==> config.mk <==
export PLATFORM = sky130hd
export DESIGN_NAME = program_counter_flat
export DESIGN_NICKNAME = d
export VERILOG_FILES = /design/src/rtl/program_counter_if.sv /design/src/rtl/program_counter.sv /design/src/flat_wrapper.sv
export SDC_FILE = /design/constraint.sdc
export NUM_CORES = 1
export LEC_CHECK = 0
export ABC_AREA = 1
export BUFFER_PORTS_ARGS = -buffer_cell sky130_fd_sc_hd__buf_2
export CORE_MARGIN = 4
export CORE_UTILIZATION = 38
export CTS_CLUSTER_SIZE = 30
export DETAILED_ROUTE_END_ITERATION = 7
export PLACE_DENSITY = 0.62
export SYNTH_ARGS = -nofsm -noshare
export SYNTH_HDL_FRONTEND = slang
export SYNTH_SLANG_ARGS = --single-unit
==> constraint.sdc <==
create_clock -name clk -period 2.6 [get_ports clk]
set_clock_uncertainty 0.05 [all_clocks]
set_input_delay 0.52 -clock clk [delete_from_list [all_inputs] [get_ports clk]]
set_output_delay 0.52 -clock clk [all_outputs]
set_load 0.1 [all_outputs]
==> src/rtl/program_counter_if.sv <==
`default_nettype none
// ============================================================================
//  Module      : program_counter_if
//  Description : Control and status bundle between a sequencer and the
//                program counter. The master drives the flow-control
//                requests. The slave (the program counter) returns the PC
//                and the return-stack status.
//  Revision    : 1.0  initial release
// ============================================================================
interface program_counter_if #(
    parameter int unsigned WIDTH = 8
) ();

    // Flow-control requests
    logic             hold;
    logic             jump;
    logic [WIDTH-1:0] jump_addr;
    logic             branch;
    logic [7:0]       offset;
    logic             call;
    logic             ret;

    // Program counter and return-stack status
    logic [WIDTH-1:0] pc;
    logic [WIDTH-1:0] pc_plus1;
    logic             stack_full;
    logic             stack_empty;
    logic             stack_err;

    modport master (
        output hold, jump, jump_addr, branch, offset, call, ret,
        input  pc, pc_plus1, stack_full, stack_empty, stack_err
    );

    modport slave (
        input  hold, jump, jump_addr, branch, offset, call, ret,
        output pc, pc_plus1, stack_full, stack_empty, stack_err
    );

endinterface
`default_nettype wire

==> src/rtl/program_counter.sv <==
`default_nettype none
// ============================================================================
//  Module      : program_counter
//  Description : Program counter with a LIFO return-address stack.
//                The next PC is chosen by priority:
//                hold > call > ret > jump > branch > increment.
//                Stack misuse means a call when the stack is full, or a ret
//                when it is empty. Either one falls back to a plain
//                increment and raises a one-cycle stack_err pulse.
//  Revision    : 1.0  initial release
// ============================================================================
module program_counter #(
    parameter int unsigned      WIDTH        = 8,
    parameter logic [WIDTH-1:0] RESET_VECTOR = '0,
    parameter int unsigned      STACK_DEPTH  = 4
) (
    input  logic               clk,
    input  logic               reset,   // asynchronous, active low
    program_counter_if.slave   bus
);

    localparam int unsigned      c_ptr_w      = $clog2(STACK_DEPTH);
    localparam logic [c_ptr_w:0] c_sp_one     = {{c_ptr_w{1'b0}}, 1'b1};
    localparam logic [c_ptr_w:0] c_full_count = (c_ptr_w + 1)'(STACK_DEPTH);

    // ------------------------------------------------------------------
    // State
    // ------------------------------------------------------------------
    logic [WIDTH-1:0]   r_pc;
    logic [c_ptr_w:0]   r_sp;          // number of valid stack entries
    logic               r_stack_err;
    logic [WIDTH-1:0]   r_stack [STACK_DEPTH];

    // ------------------------------------------------------------------
    // Combinational helpers
    // ------------------------------------------------------------------
    logic [WIDTH-1:0]   w_pc_plus1;
    logic [WIDTH-1:0]   w_offset_ext;
    logic [WIDTH-1:0]   w_branch_target;
    logic [WIDTH-1:0]   w_stack_top;
    logic [c_ptr_w-1:0] w_wr_idx;
    logic [c_ptr_w-1:0] w_top_idx;
    logic               w_full;
    logic               w_empty;

    logic [WIDTH-1:0]   w_pc_next;
    logic [c_ptr_w:0]   w_sp_next;
    logic               w_err_next;
    logic               w_push;

    assign w_pc_plus1      = r_pc + WIDTH'(1);
    assign w_full          = (r_sp == c_full_count);
    assign w_empty         = (r_sp == '0);

    // The write slot is the first free entry. Pushes are only made when
    // the stack is not full, so the count always fits the index width.
    assign w_wr_idx        = r_sp[c_ptr_w-1:0];
    assign w_top_idx       = c_ptr_w'(r_sp - c_sp_one);
    assign w_stack_top     = r_stack[w_top_idx];

    // Sign-extend the 8-bit displacement to the PC width. When the PC is
    // narrower than 8 bits, keep only the low bits. The sum is taken
    // modulo 2^WIDTH, so the upper offset bits cannot affect it.
    if (WIDTH > 8) begin : g_ext_wide
        assign w_offset_ext = {{(WIDTH-8){bus.offset[7]}}, bus.offset};
    end else if (WIDTH == 8) begin : g_ext_equal
        assign w_offset_ext = bus.offset;
    end else begin : g_ext_narrow
        assign w_offset_ext = bus.offset[WIDTH-1:0];
    end

    // The displacement is measured from the current pc, not from pc+1
    assign w_branch_target = r_pc + w_offset_ext;

    // Choose the next pc and stack action using the fixed control priority
    always_comb begin
        w_pc_next  = w_pc_plus1;
        w_sp_next  = r_sp;
        w_err_next = 1'b0;
        w_push     = 1'b0;

        if (bus.hold) begin
            w_pc_next = r_pc;
        end else if (bus.call) begin
            if (w_full) begin
                w_err_next = 1'b1;
            end else begin
                w_push    = 1'b1;
                w_pc_next = bus.jump_addr;
                w_sp_next = r_sp + c_sp_one;
            end
        end else if (bus.ret) begin
            if (w_empty) begin
                w_err_next = 1'b1;
            end else begin
                w_pc_next = w_stack_top;
                w_sp_next = r_sp - c_sp_one;
            end
        end else if (bus.jump) begin
            w_pc_next = bus.jump_addr;
        end else if (bus.branch) begin
            w_pc_next = w_branch_target;
        end
    end

    // PC, stack pointer and error pulse registers, asynchronously reset
    always_ff @(posedge clk or negedge reset) begin
        if (!reset) begin
            r_pc        <= RESET_VECTOR;
            r_sp        <= '0;
            r_stack_err <= 1'b0;
        end else begin
            r_pc        <= w_pc_next;
            r_sp        <= w_sp_next;
            r_stack_err <= w_err_next;
        end
    end

    // Return-address storage. Its contents are not cleared, because an
    // empty pointer makes every entry unreachable.
    always_ff @(posedge clk) begin
        if (reset && w_push) begin
            r_stack[w_wr_idx] <= w_pc_plus1;
        end
    end

    // ------------------------------------------------------------------
    // Outputs
    // ------------------------------------------------------------------
    assign bus.pc          = r_pc;
    assign bus.pc_plus1    = w_pc_plus1;
    assign bus.stack_full  = w_full;
    assign bus.stack_empty = w_empty;
    assign bus.stack_err   = r_stack_err;

endmodule
`default_nettype wire

==> src/flat_wrapper.sv <==
// flat-port wrapper written by rule: the top's interface ports become plain ports
module program_counter_flat 
#(
    parameter int unsigned      WIDTH        = 8,
    parameter logic [WIDTH-1:0] RESET_VECTOR = '0,
    parameter int unsigned      STACK_DEPTH  = 4
)
  (clk, reset, bus_hold, bus_jump, bus_jump_addr, bus_branch, bus_offset, bus_call, bus_ret, bus_pc, bus_pc_plus1, bus_stack_full, bus_stack_empty, bus_stack_err);
  program_counter_if #(.WIDTH(WIDTH)) bus_i ();
  input  logic clk;
  input  logic reset;
  input wire logic [$bits(bus_i.hold)-1:0] bus_hold;
  input wire logic [$bits(bus_i.jump)-1:0] bus_jump;
  input wire logic [$bits(bus_i.jump_addr)-1:0] bus_jump_addr;
  input wire logic [$bits(bus_i.branch)-1:0] bus_branch;
  input wire logic [$bits(bus_i.offset)-1:0] bus_offset;
  input wire logic [$bits(bus_i.call)-1:0] bus_call;
  input wire logic [$bits(bus_i.ret)-1:0] bus_ret;
  output wire logic [$bits(bus_i.pc)-1:0] bus_pc;
  output wire logic [$bits(bus_i.pc_plus1)-1:0] bus_pc_plus1;
  output wire logic [$bits(bus_i.stack_full)-1:0] bus_stack_full;
  output wire logic [$bits(bus_i.stack_empty)-1:0] bus_stack_empty;
  output wire logic [$bits(bus_i.stack_err)-1:0] bus_stack_err;
  assign bus_i.hold = bus_hold;
  assign bus_i.jump = bus_jump;
  assign bus_i.jump_addr = bus_jump_addr;
  assign bus_i.branch = bus_branch;
  assign bus_i.offset = bus_offset;
  assign bus_i.call = bus_call;
  assign bus_i.ret = bus_ret;
  assign bus_pc = bus_i.pc;
  assign bus_pc_plus1 = bus_i.pc_plus1;
  assign bus_stack_full = bus_i.stack_full;
  assign bus_stack_empty = bus_i.stack_empty;
  assign bus_stack_err = bus_i.stack_err;
  program_counter #(.WIDTH(WIDTH), .RESET_VECTOR(RESET_VECTOR), .STACK_DEPTH(STACK_DEPTH)) u_core (.clk(clk), .reset(reset), .bus(bus_i));
endmodule
==> results of run 1 <==
kinds of logic after synthesis:
logic type               after synthesis
AO/OA/AOI/OAI                         67
XOR/XNOR                               6
adder cells (fa/ha/maj)               15
buffers and inverters                 52
flip-flops                            44
AND/OR/NAND/NOR                      155
metal layers:
metal  GRT usage [%]  share of wire (%)  vias up
met4           4.327                1.0        0
met3           2.231                4.0        8
li1                -                  -     1222
met1           22.62                 45     1097
met5               0                  0        -
met2           30.20                 50       52
cell type report:
class	count	area (um2)
fillers	736	3965
flip-flops and latches	44	1267
repair buffers	50	275.3
clock buffers	6	72.57
multi-input cells	243	1384
inverters	42	160.2
well taps	99	123.9
clock inverters	1	5.005
cell usage in the layout (no fill, tap or decap), drive strengths merged, types with 2 or more instances in the layout:
cell | synthesis | final
clkbuf | 2 | 7
nand2 | 68 | 68
dfrtp | 12 | 12
xor2 | 4 | 4
nor2 | 60 | 60
buf | 8 | 49
clkinv | 3 | 4
or2 | 2 | 2
a31oi | 2 | 2
edfxtp | 32 | 32
o211ai | 7 | 7
a22oi | 2 | 2
inv | 39 | 39
nand3 | 20 | 20
ha | 14 | 14
xnor2 | 2 | 2
a21oi | 18 | 18
nand3b | 2 | 2
o21ai | 32 | 32
worst paths after layout:
path	start	to	slack [ns]
max	u_core.bus.pc[1]$_DFFE_PN0N_	bus_pc_plus1[6]	0.12
min	reset	u_core.r_sp[2]$_DFFE_PN0P_	0.13
max reg2reg	u_core.r_sp[1]$_DFFE_PN0P_	u_core.r_stack[2][4]$_DFFE_PP_	0.41
min reg2reg	u_core.r_sp[2]$_DFFE_PN0P_	u_core.r_sp[2]$_DFFE_PN0P_	0.58
max in group asynchronous	reset	u_core.bus.pc[4]$_DFFE_PN0N_	2.19
min in group clk	bus_hold	u_core.bus.pc[2]$_DFFE_PN0N_	0.44
power breakdown:
| group | leakage (uW) | switching [uW] | internal [uW] | total, uW |
|---|---|---|---|---|
| clock network | 0.0000410 | 221 | 183 | 404 |
| logic | 0.00102 | 1740 | 576 | 2320 |
| registers | 0.000423 | 119 | 922 | 1040 |
| total | 0.00148 | 2080 | 1680 | 3760 |
registers in the layout (all words and copies together), names as in the netlist:
signal,count
u_core.r_sp,3
u_core.r_stack,32
u_core.bus.stack_err,1
u_core.bus.pc,8
synthesized netlist by cell type, types with 2 or more instances:
cell	n
a21oi_1	16
a21oi_2	2
a31oi_1	2
buf_4	4
buf_6	2
clkinv_2	2
dfrtp_1	12
edfxtp_1	32
ha_1	14
inv_1	33
inv_2	6
nand2_1	65
nand2_2	2
nand3_1	19
nor2_1	57
nor2_8	2
o211ai_1	7
o21ai_0	29
o21ai_1	3
xor2_1	3
stage by stage:
stage | area [um2] | hold WS, ns | total power (uW)
detailed placement | 3208 | 0.4528 | 3378
floorplan | 2894 | 0.1744 | 2937
global route | 3288 | 0.1347 | 4052
CTS | 3286 | 0.1230 | 3789
finish | 3288 | 0.1268 | 3764
global placement | 3208 | 0.4508 | 3357
worst register-to-register path, cell delays in order, from the launching register on:
cell	delay [ns]
dfrtp_1	0.38
inv_1	0.09
ha_1	0.24
ha_2	0.20
or2_4	0.26
clkinv_2	0.10
nand3_1	0.14
nor2_1	0.24
buf_4	0.20
timing repair:
item,CTS,global route
setup endpoints to repair,0,1
setup buffers,0,0
resized for setup,0,1
==> summary.md, run 1 <==
| Metric | Value |
|---|---|
| WP data arrival | `roughly 1.9 ns` |
| Critical Path End Type | `primary output` |
| Endpoints failing setup | `0` |
| Buffers on Ports | `between 40 and 50` |
| First-pass GRT wire length | `12.07 mm` |
| RSZ-0062 raised after global routing | `no` |
| Number of flops mapped to enable cells by yosys | `32` |
| Worst stage delay on the critical path | `around 0.45 ns` |
| Critical Path Source Type | `register` |
| Clk_lat worst skew | `0.29 ns` |
| Setup WS pre-CTS | `0.3642 ns` |
| Synth Area in Compound Gates | `13.69%` |
| Worst VDD drop | `555.3 uV` |
| I/O pins | `between 40 and 50` |
| Htree depth | `2` |
| TritonCTS Buffers | `5` |
| Num rows | `31` |
| Leak | `0.001485 uW` |
| Die Span X | `94.47 um` |
| Status | `finished, final reports clean` |
| Xor/xnor share of the synthesized area | `under 10%` |
| Num Clock Sinks | `44` |
| Routed vias/inst | `4.905` |
| Register area share after synthesis | `44.39%` |
| TritonCTS clock tree | `built` |
| Synth top area share | `33.82%` |
| #FFs+latches synth | `44` |
| Setup ws final | `0.1225 ns` |
| Crit-path leading delay family | `buffers and inverters` |
| Finished Core Util | `45.33%` |
| Remaining Overflow, GRT | `0` |
| CP bufs+invs | `1` |
| Minimum clock period | `around 2.5 ns` |
| Final setup TNS | `0 ns` |
| Initial antenna violation count | `0` |
| # hold bufs at CTS | `0` |
| Synth warn | `0` |
| Worst relative slew slack | `65.24%` |
| DIE AREA | `8925 um2` |
| Post-route insts no fill | `485` |
| Proportion of layout cells with a drive suffix above 1 | `between 20% and 30%` |
| Post-placement cell count | `478` |
| WL/cell | `between 10 and 15 um` |
| Post-synthesis adder-cell area fraction | `6.869%` |
| Initial Utilization | `approximately two fifths` |
| Fmax achieved | `403.6 MHz` |
| Final #Nets | `424` |
| RD Place Congestion | `0.8673` |
| Mapped Area | `2841 um2` |
| Top cells by area, synth | `edfxtp_1, dfrtp_1, nand2_1` |
| Power density of the placed cells | `roughly 1100 nW/um2` |
| Worst endpoint required time | `2.03 ns` |
| # DRC | `0` |
| Vias in the first global route | `2411` |
| Die height | `94.47 um` |
| Mux contribution to synthesized area | `0%` |
| FF-to-FF path depth | `8` |
| Drt total wl | `7.072 mm` |
| Top FF cell, synth | `edfxtp_1` |
| Largest family of logic cells by synthesized area | `simple AND/OR/NAND/NOR gates` |
| Worst setup path class | `reg -> out` |
| Worst Max-Slew Pin Slew | `0.5213 ns` |
| CP Max Fanout | `7` |
| Async S/R FF share, synth | `27.27%` |
| Largest net degree at the start of global routing | `19` |
| CP cell instances | `ha_1 -> nand4_1 -> nand2_2 -> buf_2` |
| Average size of a mapped cell | `8.382 um2` |
| Endpoints failing hold | `0` |
| ANT cells | `0` |
| Post-synthesis simple-gate area fraction | `24.13%` |
| Max Cap Viol | `0` |
| Core area | `slightly above 7000 um2` |
| Clock Tree Root | `clkbuf_8` |
| Iter 0 DRT Violations | `146` |
| Final ANT Viol Nets | `0` |
| CP Depth | `4` |
| Distinct cells, synth | `47` |
| Clk buf depth | `2` |
| Synth Net Count | `~380` |
| Syn Inst Count | `339` |
| Area growth from synthesis to layout | `15.72%` |
| Hold crit path type | `in -> async` |
| Final Max Tran Viols | `0` |
| Global Route Usage Sum | `17.28%` |
| Router iterations before antenna repair | `5` |
| HPWL after DPL | `5.433 mm` |
| Vias | `~2400` |
| Synth area leader | `edfxtp_1` |
| Slowest cell on crit path | `buf_2` |
| Final Cycle Share | `95.29%` |
| CTS clk-pin slew, worst paths | `about 0.080 ns` |
(Power assumes the default switching activity.)
==> inputs of run 2 (changes only) <==
--- a/config.mk
+++ b/config.mk
@@ -11,6 +11,7 @@
 export CORE_UTILIZATION = 38
 export CTS_CLUSTER_SIZE = 30
 export DETAILED_ROUTE_END_ITERATION = 7
+export GPL_TIMING_DRIVEN = 0
 export PLACE_DENSITY = 0.62
 export SYNTH_ARGS = -nofsm -noshare
 export SYNTH_HDL_FRONTEND = slang
==> constraint.sdc (replaced) <==
create_clock -name clk -period 2.1 [get_ports clk]
set_clock_uncertainty 0.05 [all_clocks]
set_input_delay 0.42 -clock clk [delete_from_list [all_inputs] [get_ports clk]]
set_output_delay 0.42 -clock clk [all_outputs]
set_load 0.1 [all_outputs]
==> run 2 against run 1 <==
  * Core utilization grew 5.9 points
  * Critical path depth stayed put
  * Global-route usage rose by 0.35 points
  * Count of clock-buffer cells in the layout increased by 2
  * Combinational power grew 50%
  * Power grew 42%
  * Final area is 13% higher
  * Worst hold slack better by 0.25 ns
  * Via count rose by 3.9%
  * Flip-flop and latch count unchanged
==> summary.md, run 2 (synthesis gave the netlist of run 1 again) <==
| Metric | Value |
|---|---|
| Clk buf depth | `2` |
| Vias | `approximately 2500` |
| WL/cell | `14.61 um` |
| DIE AREA | `approximately 8900 um2` |
| Most flops, register | `u_core.r_stack` |
| # DRC | `0` |
| Largest net degree at the start of global routing | `18` |
| Final ANT Viol Nets | `0` |
| Leak | `0.001611 uW` |
| Router iterations before antenna repair | `4` |
| TritonCTS Buffers | `5` |
| Hold depth | `2` |
| Power, Total | `~5400 uW` |
| Status | `finished, final reports clean` |
| Worst Max-Slew Pin Slew | `0.5535 ns` |
| Hold slack final | `0.3758 ns` |
| Critical Path Source Type | `register` |
| Final #Nets | `about 440` |
| First-pass GRT wire length | `12.16 mm` |
| Most frequent cells in the layout | `nand2_1, nor2_1, inv_1, edfxtp_1, buf_2` |
| Final Cycle Share | `96.80%` |
| Area after DPL | `3336 um2` |
| ANT cells | `0` |
| Minimum clock period | `2.033 ns` |
| RD Place Congestion | `roughly 0.84` |
| Clock Power Share | `a little over a tenth` |
| Area growth from synthesis to layout | `30.74%` |
| RSZ-0062 raised after global routing | `yes` |
| Worst VDD drop | `724.6 uV` |
| Drt total wl | `7.306 mm` |
| Worst endpoint required time | `around 1.6 ns` |
| Clock Tree Root | `clkbuf_8` |
| CTS clk-pin slew, worst paths | `0.08 ns` |
| Final Max Tran Viols | `0` |
| HPWL after DPL | `5.431 mm` |
| Core area | `7253 um2` |
| TritonCTS clock tree | `built` |
| Global Route Usage Sum | `about 18%` |
| Die Span X | `94.47 um` |
| Clk_lat worst skew | `0.29 ns` |
| Num rows | `31` |
| Remaining Overflow, GRT | `0` |
| Vias in the first global route | `2445` |
| CP Max Fanout | `6` |
| I/O pins | `42` |
| Fmax achieved | `491.9 MHz` |
| Commonest non-fill, non-tap cell in the layout | `nand2_1` |
| Max FFs per register | `32` |
| Setup WS pre-CTS | `-0.2481 ns` |
| Part of the power in registers | `approximately 24%` |
| Design Area, Final | `3715 um2` |
| Worst setup path class | `reg -> out` |
| Power density of the placed cells | `1442 nW/um2` |
| Final setup TNS | `0 ns` |
| Int Pwr | `2588 uW` |
| Endpoints failing setup | `0` |
| Hold crit path type | `in -> reg` |
| Max Cap Viol | `0` |
| Die height | `94.47 um` |
| Worst relative slew slack | `between 60% and 70%` |
| P_sw | `roughly 2800 uW` |
| Setup ws final | `just under 0.07 ns` |
| Routed vias/inst | `around 4.9` |
| Endpoints failing hold | `0` |
| Proportion of layout cells with a drive suffix above 1 | `between 20% and 30%` |
| Sw frac | `51.68%` |
| Comb pwr share | `65.0%` |
| WP data arrival | `1.56 ns` |
| Initial antenna violation count | `0` |
| FF-to-FF path depth | `8` |
| Critical Path End Type | `primary output` |
| Buffers on Ports | `39` |
| Htree depth | `2` |
| Initial Utilization | `approximately two fifths` |
| Iter 0 DRT Violations | `roughly 110` |
| Num Clock Sinks | `44` |
-- run 2: metrics by stage --
step,utilization [%],cells
detailed placement,45.99,477
CTS,49.68,494
finish,51.22,500
global route,51.22,500
floorplan,-,339
global placement,45.99,477
-- run 2: final timing paths --
check                                              from                             end  slack [ns]
setup / recovery           u_core.bus.pc[0]$_DFFE_PN0N_                 bus_pc_plus1[3]        0.07
hold / removal                                 bus_hold  u_core.bus.stack_err$_DFF_PN0_        0.38
setup reg to reg             u_core.r_sp[0]$_DFFE_PN0P_  u_core.r_stack[1][6]$_DFFE_PP_        0.09
hold reg to reg            u_core.bus.pc[7]$_DFFE_PN0N_    u_core.bus.pc[7]$_DFFE_PN0N_        0.56
max in group asynchronous                         reset    u_core.bus.pc[1]$_DFFE_PN0N_        1.17
min in group asynchronous                         reset      u_core.r_sp[1]$_DFFE_PN0P_        0.52
-- run 2: per-layer routing --
layer | vias to the layer above | track usage, % | share of wire (%)
li1 | 1242 | - | -
met1 | 1158 | 22.96 | 46
met2 | 63 | 29.85 | 48
met3 | 8 | 3.347 | 4.0
met4 | 0 | 5.048 | 1.6
met5 | - | 0 | 0
-- run 2: timing repair --
| item | 4_1_cts | 5_1_grt |
|---|---|---|
| buffers inserted | 9 | 8 |
| gates resized for setup | 18 | 21 |
| endpoints found under the setup margin | 51 | 48 |
| hold buffers | 1 | 0 |
| hold endpoints to repair | 12 | 0 |
| pin swaps | 6 | 8 |
-- run 2: critical path, stage by stage (launching register included) --
cell and delay (ns):
dfrtp_4 0.50, nand2_4 0.09, nor2_8 0.15, xor2_4 0.28, buf_8 0.24
-- run 2: power by group through the flow --
stage,registers (uW),logic [uW],clock network (uW)
final,1300,3480,571
after global routing,1330,3770,628
after CTS,1320,3280,587
after detailed placement,1340,3070,0
after global placement,1340,3040,0
after floorplan,1660,2140,0
-- run 2: final cells by class --
cell class,count,area (um2)
inverters,42,175.2
flip-flops and latches,44,1281
well taps,99,123.9
fillers,676,3538
repair buffers,57,447.9
clock buffers,8,100.1
multi-input cells,243,1524
plain buffers,7,62.56
